## src/rtl/if_fetch_stage_pkg.sv

```systemverilog
// Shared fetch-stage types: FSM states, the {pc, inst} packet and PC constants.
// Pure declarations, so there is no latency and no flow control here.
package if_fetch_stage_pkg;

  localparam int unsigned INST_W        = 32;
  localparam logic [31:0] DEF_RESET_PC  = 32'hBFC0_0000;
  localparam logic [31:0] DEF_PC_STEP   = 32'd4;
  localparam logic [31:0] PC_ALIGN_MASK = 32'hFFFF_FFFC;

  typedef enum logic [1:0] {
    S_IDLE = 2'd0,
    S_REQ  = 2'd1,
    S_WAIT = 2'd2,
    S_HOLD = 2'd3
  } fetch_state_e;

  typedef struct packed {
    logic [INST_W-1:0] pc;
    logic [INST_W-1:0] inst;
  } fetch_pkt_t;

  function automatic logic [31:0] align_pc(input logic [31:0] addr);
    return addr & PC_ALIGN_MASK;
  endfunction

endpackage

```

## src/rtl/if_skid_buf.sv

```systemverilog
// One-entry {pc, inst} parking register; it is visible on the cycle after a load.
// Backpressure: none of its own. Clear beats load, and load beats unload.
module if_skid_buf
  import if_fetch_stage_pkg::*;
(
  input  logic       clk,
  input  logic       resetn,
  input  logic       load_i,
  input  logic       unload_i,
  input  logic       clear_i,
  input  fetch_pkt_t pkt_i,
  output logic       valid_o,
  output fetch_pkt_t pkt_o
);

  logic       valid_q, valid_d;
  fetch_pkt_t pkt_q, pkt_d;

  always_comb begin
    valid_d = valid_q;
    pkt_d   = pkt_q;
    if (clear_i) begin
      valid_d = 1'b0;
    end else if (load_i) begin
      valid_d = 1'b1;
      pkt_d   = pkt_i;
    end else if (unload_i) begin
      valid_d = 1'b0;
    end
  end

  always_ff @(posedge clk) begin
    if (!resetn) begin
      valid_q <= 1'b0;
      pkt_q   <= '0;
    end else begin
      valid_q <= valid_d;
      pkt_q   <= pkt_d;
    end
  end

  assign valid_o = valid_q;
  assign pkt_o   = pkt_q;

endmodule

```

## src/rtl/if_fetch_stage.sv

```systemverilog
// MIPS fetch stage: one outstanding imem read, best case 2 cycles per instruction, registered outputs.
// Backpressure: a word that returns while decode stalls is parked in the skid buffer, and fetch pauses until it drains.
module if_fetch_stage
  import if_fetch_stage_pkg::*;
#(
  parameter logic [31:0] RESET_PC = DEF_RESET_PC,
  parameter logic [31:0] PC_STEP  = DEF_PC_STEP
) (
  input  logic        clk,
  input  logic        resetn,
  output logic        inst_req,
  output logic [31:0] inst_addr,
  input  logic        inst_addr_ok,
  input  logic        inst_data_ok,
  input  logic [31:0] inst_rdata,
  input  logic        redirect_valid,
  input  logic [31:0] redirect_pc,
  input  logic        id_allowin,
  output logic        id_valid,
  output logic [31:0] id_pc,
  output logic [31:0] id_inst
);

  fetch_state_e state_q, state_d;
  logic [31:0]  pc_q, pc_d;
  logic [31:0]  pend_pc_q, pend_pc_d;
  logic         discard_q, discard_d;
  logic         out_vld_q, out_vld_d;
  fetch_pkt_t   out_pkt_q, out_pkt_d;

  fetch_pkt_t   rsp_pkt, skid_pkt;
  logic         skid_vld, skid_load, skid_unload, skid_clear;
  logic [31:0]  redir_tgt, pc_inc;

  assign rsp_pkt   = '{pc: pc_q, inst: inst_rdata};
  assign redir_tgt = align_pc(redirect_pc);
  assign pc_inc    = pc_q + PC_STEP;

  if_skid_buf u_skid (
    .clk      (clk),
    .resetn   (resetn),
    .load_i   (skid_load),
    .unload_i (skid_unload),
    .clear_i  (skid_clear),
    .pkt_i    (rsp_pkt),
    .valid_o  (skid_vld),
    .pkt_o    (skid_pkt)
  );

  always_comb begin
    state_d     = state_q;
    pc_d        = pc_q;
    pend_pc_d   = pend_pc_q;
    discard_d   = discard_q;
    out_vld_d   = out_vld_q;
    out_pkt_d   = out_pkt_q;
    skid_load   = 1'b0;
    skid_unload = 1'b0;
    skid_clear  = 1'b0;

    if (out_vld_q && id_allowin) begin
      out_vld_d = 1'b0;
    end

    case (state_q)
      S_IDLE: state_d = S_REQ;
      S_REQ: begin
        if (inst_addr_ok) begin
          state_d = S_WAIT;
        end
      end
      S_WAIT: begin
        if (inst_data_ok) begin
          state_d = S_REQ;
          if (discard_q) begin
            pc_d      = pend_pc_q;
            discard_d = 1'b0;
          end else if (!out_vld_q || id_allowin) begin
            out_vld_d = 1'b1;
            out_pkt_d = rsp_pkt;
            pc_d      = pc_inc;
          end else begin
            skid_load = 1'b1;
            pc_d      = pc_inc;
            state_d   = S_HOLD;
          end
        end
      end
      S_HOLD: begin
        if (id_allowin && skid_vld) begin
          out_vld_d   = 1'b1;
          out_pkt_d   = skid_pkt;
          skid_unload = 1'b1;
          state_d     = S_REQ;
        end
      end
      default: state_d = S_IDLE;
    endcase

    // A redirect squashes everything younger, and the address already on the bus must not move.
    if (redirect_valid) begin
      out_vld_d   = 1'b0;
      out_pkt_d   = out_pkt_q;
      skid_load   = 1'b0;
      skid_unload = 1'b0;
      skid_clear  = 1'b1;
      case (state_q)
        S_REQ: begin
          discard_d = 1'b1;
          pend_pc_d = redir_tgt;
        end
        S_WAIT: begin
          if (inst_data_ok) begin
            pc_d      = redir_tgt;
            discard_d = 1'b0;
            state_d   = S_REQ;
          end else begin
            discard_d = 1'b1;
            pend_pc_d = redir_tgt;
          end
        end
        default: begin
          pc_d    = redir_tgt;
          state_d = S_REQ;
        end
      endcase
    end
  end

  always_ff @(posedge clk) begin
    if (!resetn) begin
      state_q   <= S_IDLE;
      pc_q      <= RESET_PC;
      pend_pc_q <= RESET_PC;
      discard_q <= 1'b0;
      out_vld_q <= 1'b0;
      out_pkt_q <= '0;
    end else begin
      state_q   <= state_d;
      pc_q      <= pc_d;
      pend_pc_q <= pend_pc_d;
      discard_q <= discard_d;
      out_vld_q <= out_vld_d;
      out_pkt_q <= out_pkt_d;
    end
  end

  assign inst_req  = (state_q == S_REQ);
  assign inst_addr = pc_q;
  assign id_valid  = out_vld_q;
  assign id_pc     = out_pkt_q.pc;
  assign id_inst   = out_pkt_q.inst;

endmodule
```

## config.mk

```make
export PLATFORM = sky130hd
export DESIGN_NAME = if_fetch_stage
export DESIGN_NICKNAME = d
export VERILOG_FILES = /design/src/rtl/if_fetch_stage_pkg.sv /design/src/rtl/if_skid_buf.sv /design/src/rtl/if_fetch_stage.sv
export SDC_FILE = /design/constraint.sdc
export NUM_CORES = 1
export LEC_CHECK = 0
export ABC_CLOCK_PERIOD_IN_PS = 4400
export CAP_MARGIN = 20
export CORE_MARGIN = 10
export CORE_UTILIZATION = 30
export DETAILED_ROUTE_END_ITERATION = 6
export MAX_ROUTING_LAYER = met4
export SYNTH_ARGS = -nofsm -noshare
export SYNTH_HDL_FRONTEND = slang
export SYNTH_SLANG_ARGS = --single-unit
```

## constraint.sdc

```tcl
create_clock -name clk -period 4.4 [get_ports clk]
set_clock_uncertainty 0.2 [all_clocks]
set_input_delay 0.88 -clock clk [delete_from_list [all_inputs] [get_ports clk]]
set_output_delay 0.88 -clock clk [all_outputs]
set_load 0.01 [all_outputs]
```

; Word level (Yosys, flattened, before mapping)
; Index checks and enable logic that the tools add are counted.
[totals]
register_bits = 197
out_inout_bits = 98
elab_cells = 79
[classes]
addsub = 1
n_eq_ne = 8
muxes = 44
n_bitwise = 3
reduce_logical = 13
[ops]
columns = op, n
row1 = two-way mux 64 bit, 4
row2 = two-way mux 32 bit, 6
row3 = case mux 32 bit (2 select lines), 2
row4 = case mux 64 bit (2 select lines), 1
row5 = adder 32 x 3 -> 32 bit (second input constant), 1
row6 = two-way mux 1 bit, 20
row7 = two-way mux 2 bit, 7
row8 = inequality test 2 bit (second input constant), 5
row9 = case mux 2 bit (4 select lines), 1
row10 = AND reduction 6 bit, 1
row11 = nonzero test 2 bit, 3
row12 = == test 2 bit (second input constant), 2
row13 = case mux 1 bit (2 select lines), 2
row14 = case mux 2 bit (2 select lines), 1
row15 = OR reduction 2 bit, 2
row16 = inverter 1 bit, 3
row17 = AND reduction 3 bit, 1
row18 = == test 2 x 1 -> 1 bit (second input constant), 1
row19 = logical AND 1 bit, 2
row20 = zero test 2 bit, 1
row21 = AND reduction 2 bit, 1
row22 = zero test 1 bit, 1
row23 = logical OR 1 bit, 1

; Longest topological paths before layout
[logic_depth]
ltp_word = 9
ltp_mapped = 10
ltp_nobuf = 7

; Cells and area by module
; Synthesis repeated with hierarchy kept, for this count alone.
[hier_totals]
hier_cells = 1144
area_unflattened_um2 = 9953.3
[by_module_without_submodules]
columns = mod, n_inst, cells_each, area_each_um2, seq_area_each_um2
row1 = if_fetch_stage, 1, 862, 7283.2, 2602.5
row2 = if_skid_buf, 1, 282, 2670.1, 1301.2

; Worst setup path after synthesis
; Ideal clock, no wire load.
[synth_path]
path_type = input to register
start = input port inst_data_ok
end = register u_skid.pkt_q (netlist bit u_skid.pkt_o[10])
arrival_time_ns = 2.080
slack_ns = 1.998
path_stages = 7
path_buffers = 2
cell_sequence = nand2_1 -> or3_1 -> nand2b_1 -> clkbuf_1 -> clkbuf_1 -> nand2_1 -> a21boi_0
[synth_via]
elab_chain_cells = 4
[synth_lines]
columns = element, line
row1 = start: declaration, if_fetch_stage.sv:14  ; input logic inst_data_ok,
row2 = two-way mux 1 bit, if_fetch_stage.sv:73  ; if (inst_data_ok) begin
row3 = two-way mux 1 bit, if_fetch_stage.sv:65  ; case (state_q)
row4 = two-way mux 1 bit, if_fetch_stage.sv:101  ; if (redirect_valid) begin
row5 = AND reduction 2 bit (no source line), -
row6 = end signal: assignment, if_skid_buf.sv:38  ; pkt_q <= pkt_d;
row7 = end: declaration, if_skid_buf.sv:17  ; fetch_pkt_t pkt_q, pkt_d;
; Every way passes these cells.
; A chain may end at the register's enable or synchronous reset.

; Final worst setup path
[layout_path]
start = register state_q[0]
end = register pc_q[30] (netlist: inst_addr[30])
[layout_via]
elab_chain_cells = 5
[layout_lines]
columns = element, line
row1 = start: declaration, if_fetch_stage.sv:24  ; fetch_state_e state_q, state_d;
row2 = start signal: assignment, if_fetch_stage.sv:139  ; state_q <= state_d;
row3 = == test 2 bit, "if_fetch_stage.sv:65, if_fetch_stage.sv:107"
row4 = two-way mux 32 bit, if_fetch_stage.sv:65
row5 = two-way mux 32 bit, if_fetch_stage.sv:113  ; if (inst_data_ok) begin
row6 = case mux 32 bit (2 select lines), if_fetch_stage.sv:107  ; case (state_q)
row7 = two-way mux 32 bit (*), if_fetch_stage.sv:101
row8 = end signal: assignment, if_fetch_stage.sv:140  ; pc_q <= pc_d;
row9 = end: declaration, if_fetch_stage.sv:25  ; logic [31:0] pc_q, pc_d;
; Every way passes the cells marked *; elsewhere a longest branch is shown, timed or not.

==> impl_metrics.yaml <==
run_status:
  status: "finished, final reports clean"
logic_synthesis:
  synth_nets: 1213
  synth-edff-count: 0
  ys_seq_elements: 195
  synth_top_area_frac: 0.4136
  synth_warnings: 0
  synth_top_area_cell: "dfxtp_1"
  syn_area_mm2: 0.009439
  synthArstFlopShare: 0
  ys_top_cells_by_area: "dfxtp_1 41%, nand2_1 12%, mux2i_1 6.9%"
  synth_most_common_cell: "nand2_1"
  seq_area_frac_synth: 0.4136
  synth.distinct_cells: 60
  synth_top_flop_cell: "dfxtp_1"
  syn_inst: 1137
  synth.avg_cell_area_um2: 8.302
  ys_top_cells_by_count: "309 x nand2_1, 195 x dfxtp_1, 77 x clkbuf_1"
placement:
  pre_cts_ws_ps: 1053
  place_area_mm2: 0.01135
  place.gp.congestion: 0.8601
  portBuffers: 165
  dp_hpwl_um: 20420
layout:
  num-nets-final: 1308
  final_area_mm2: 0.01192
  layout-drive-gt1-share: 0.04747
  area_growth_pct: 26.29
sta:
  period_share: 0.7049
  min_period_ps: 3101
  hold_ws_ps: 254.7
  rsz0062_at_grt: "no"
  worstMarginPinSlew_ps: 892.2
  setup_viol: 0
  final_hold_viol_count: 0
  setup_tns_ps: 0
  slew_headroom: 0.3997
  drv_slew: 0
  fmax_mhz: 322.4
  setup_slack_ps: 1299
cts:
  worstSkewPairLatency_ps: 450
  cts_setup_buffers: 0
  cts_buffers: 17
  cts.sinks: 195
  root_buffer: "clkbuf_16"
  post_cts_resized: 0
  cts_tree: "built"
  htreeDepth: 4
  clockBufferDepth: 2
  clkTransAtPathRegs_ps: 80
  postCtsHoldBufs: 0
global_route:
  grt.total_usage: 0.1618
  grt_max_degree: 129
  antenna_found_initial: 1
  grt_pass1_wl_um: 48330
  overflow: 0
  grt_pass1_vias: 8205
route:
  ant_nets: 0
  drc: 0
  firstDrtPassIters: 5
  viasPerCell: 5.326
  drt_iter0_markers: 610
  vias: 8735
  postRouteWirelength_um: 31030
  wl_per_cell_um: 18.92
worst_setup_path:
  cp-start-kind: "register"
  crit_type: "register to register"
  critPathRequiredTime_ps: 4540
  end_kind: "register"
  cp_max_fo: 26
  cp.arrival_ps: 3250
power:
  power_density_mw_per_mm2: 327.0
  power_leakage_nw: 4.670
  peakVddDrop_mv: 0.2565
  total_power_mw: 3.898
die:
  die-width_um: 197.4
  fp.dieArea_mm2: 0.03896
  die_h_um: 197.4
  start_util: 0.3062
  ios: 168
  core_mm2: 0.03083
  num_rows: 64
run:
  drv_cap: 0
hold_path:
  hp-class: "register to register"
cells in the final DEF, fill, tap and decap left out, drive strengths merged, types with 4 or more instances in the layout:
cell type,instances
dfxtp,195
o221ai,7
nor2,28
nor3,10
o22ai,9
nand4,12
o2111ai,5
buf,19
o31ai,4
nand2,309
nand3,32
a22oi,23
a31oi,8
clkbuf,20
inv,9
mux2i,65
ha,6
a22o,7
clkinvlp,5
clkdlybuf4s50,164
o21a,6
a21oi,21
a21boi,89
nor4,8
o211a,64
and4,4
o21ai,43
o211ai,8
and3,9
nor2b,6
where the power goes:
part           internal, mW  total (mW)  leakage [nW]  switching [mW]
clock network         0.836        1.55         0.258           0.716
logic                 0.218       0.459          2.83           0.241
registers              1.81        1.89          1.58          0.0761
total                  2.86        3.90          4.67            1.03
area by class of cell:
class                           count  area, µm²
Timing Repair Buffer              184       1839
Multi-Input combinational cell    828       5095
Antenna cell                        1      2.502
Tap cell                          396      495.5
Inverter                            6      22.52
Clock buffer                       19      432.9
Fill cell                        3130      18910
Clock inverter                     11      128.9
Sequential cell                   195       3904
registers in the layout, indices dropped and copies added, names as in the netlist:
name            cells
u_skid.pkt_o       64
id_inst            32
id_pc              32
inst_addr          32
pend_pc_q          30
state_q             2
discard_q           1
id_valid            1
u_skid.valid_o      1
per-stage QoR:
| step | util | cells |
|---|---|---|
| floorplan | - | 1137 |
| finish | 0.3866 | 1640 |
| global placement | 0.3682 | 1608 |
| detailed placement | 0.3682 | 1608 |
| CTS | 0.3864 | 1638 |
| global route | 0.3866 | 1640 |
logic make-up (layout without fill, tap and decap cells):
kind of cell               after synthesis  count (layout)  synth area share
muxes                                   67              67           0.07131
buffers and inverters                  114             220           0.04971
DFF                                    195             195            0.4136
AOI/OAI and AO/OA                      320             320            0.2597
adders and majority gates                6               6          0.007953
other                                    0               1                 0
and+or+nand+nor                        435             435            0.1978
per-layer routing:
metal,up-vias,part of all wire,GRT usage
met5,-,0,-
met4,0,0.019,0.05554
met3,29,0.072,0.03969
met2,284,0.46,0.2469
met1,4182,0.45,0.2047
li1,4240,-,-
critical path: stages, from the launching register on:
cell and delay [ps]:
dfxtp_1 470, inv_1 110, ha_1 640, buf_4 350, a21bo_2 480, a22oi_1 270
o21ai_0 120, o311a_1 350
worst paths after layout:
check	from	end	slack, ps	cells after the start
worst max-delay path	state_q[0]	inst_addr[30]	1300	7
worst min-delay path	u_skid.pkt_o[0]	u_skid.pkt_o[0]	250	2
worst max register to register	state_q[0]	inst_addr[30]	1300	7
worst min register to register	u_skid.pkt_o[0]	u_skid.pkt_o[0]	250	2
Note: power is estimated with default switching activity, not from simulation.
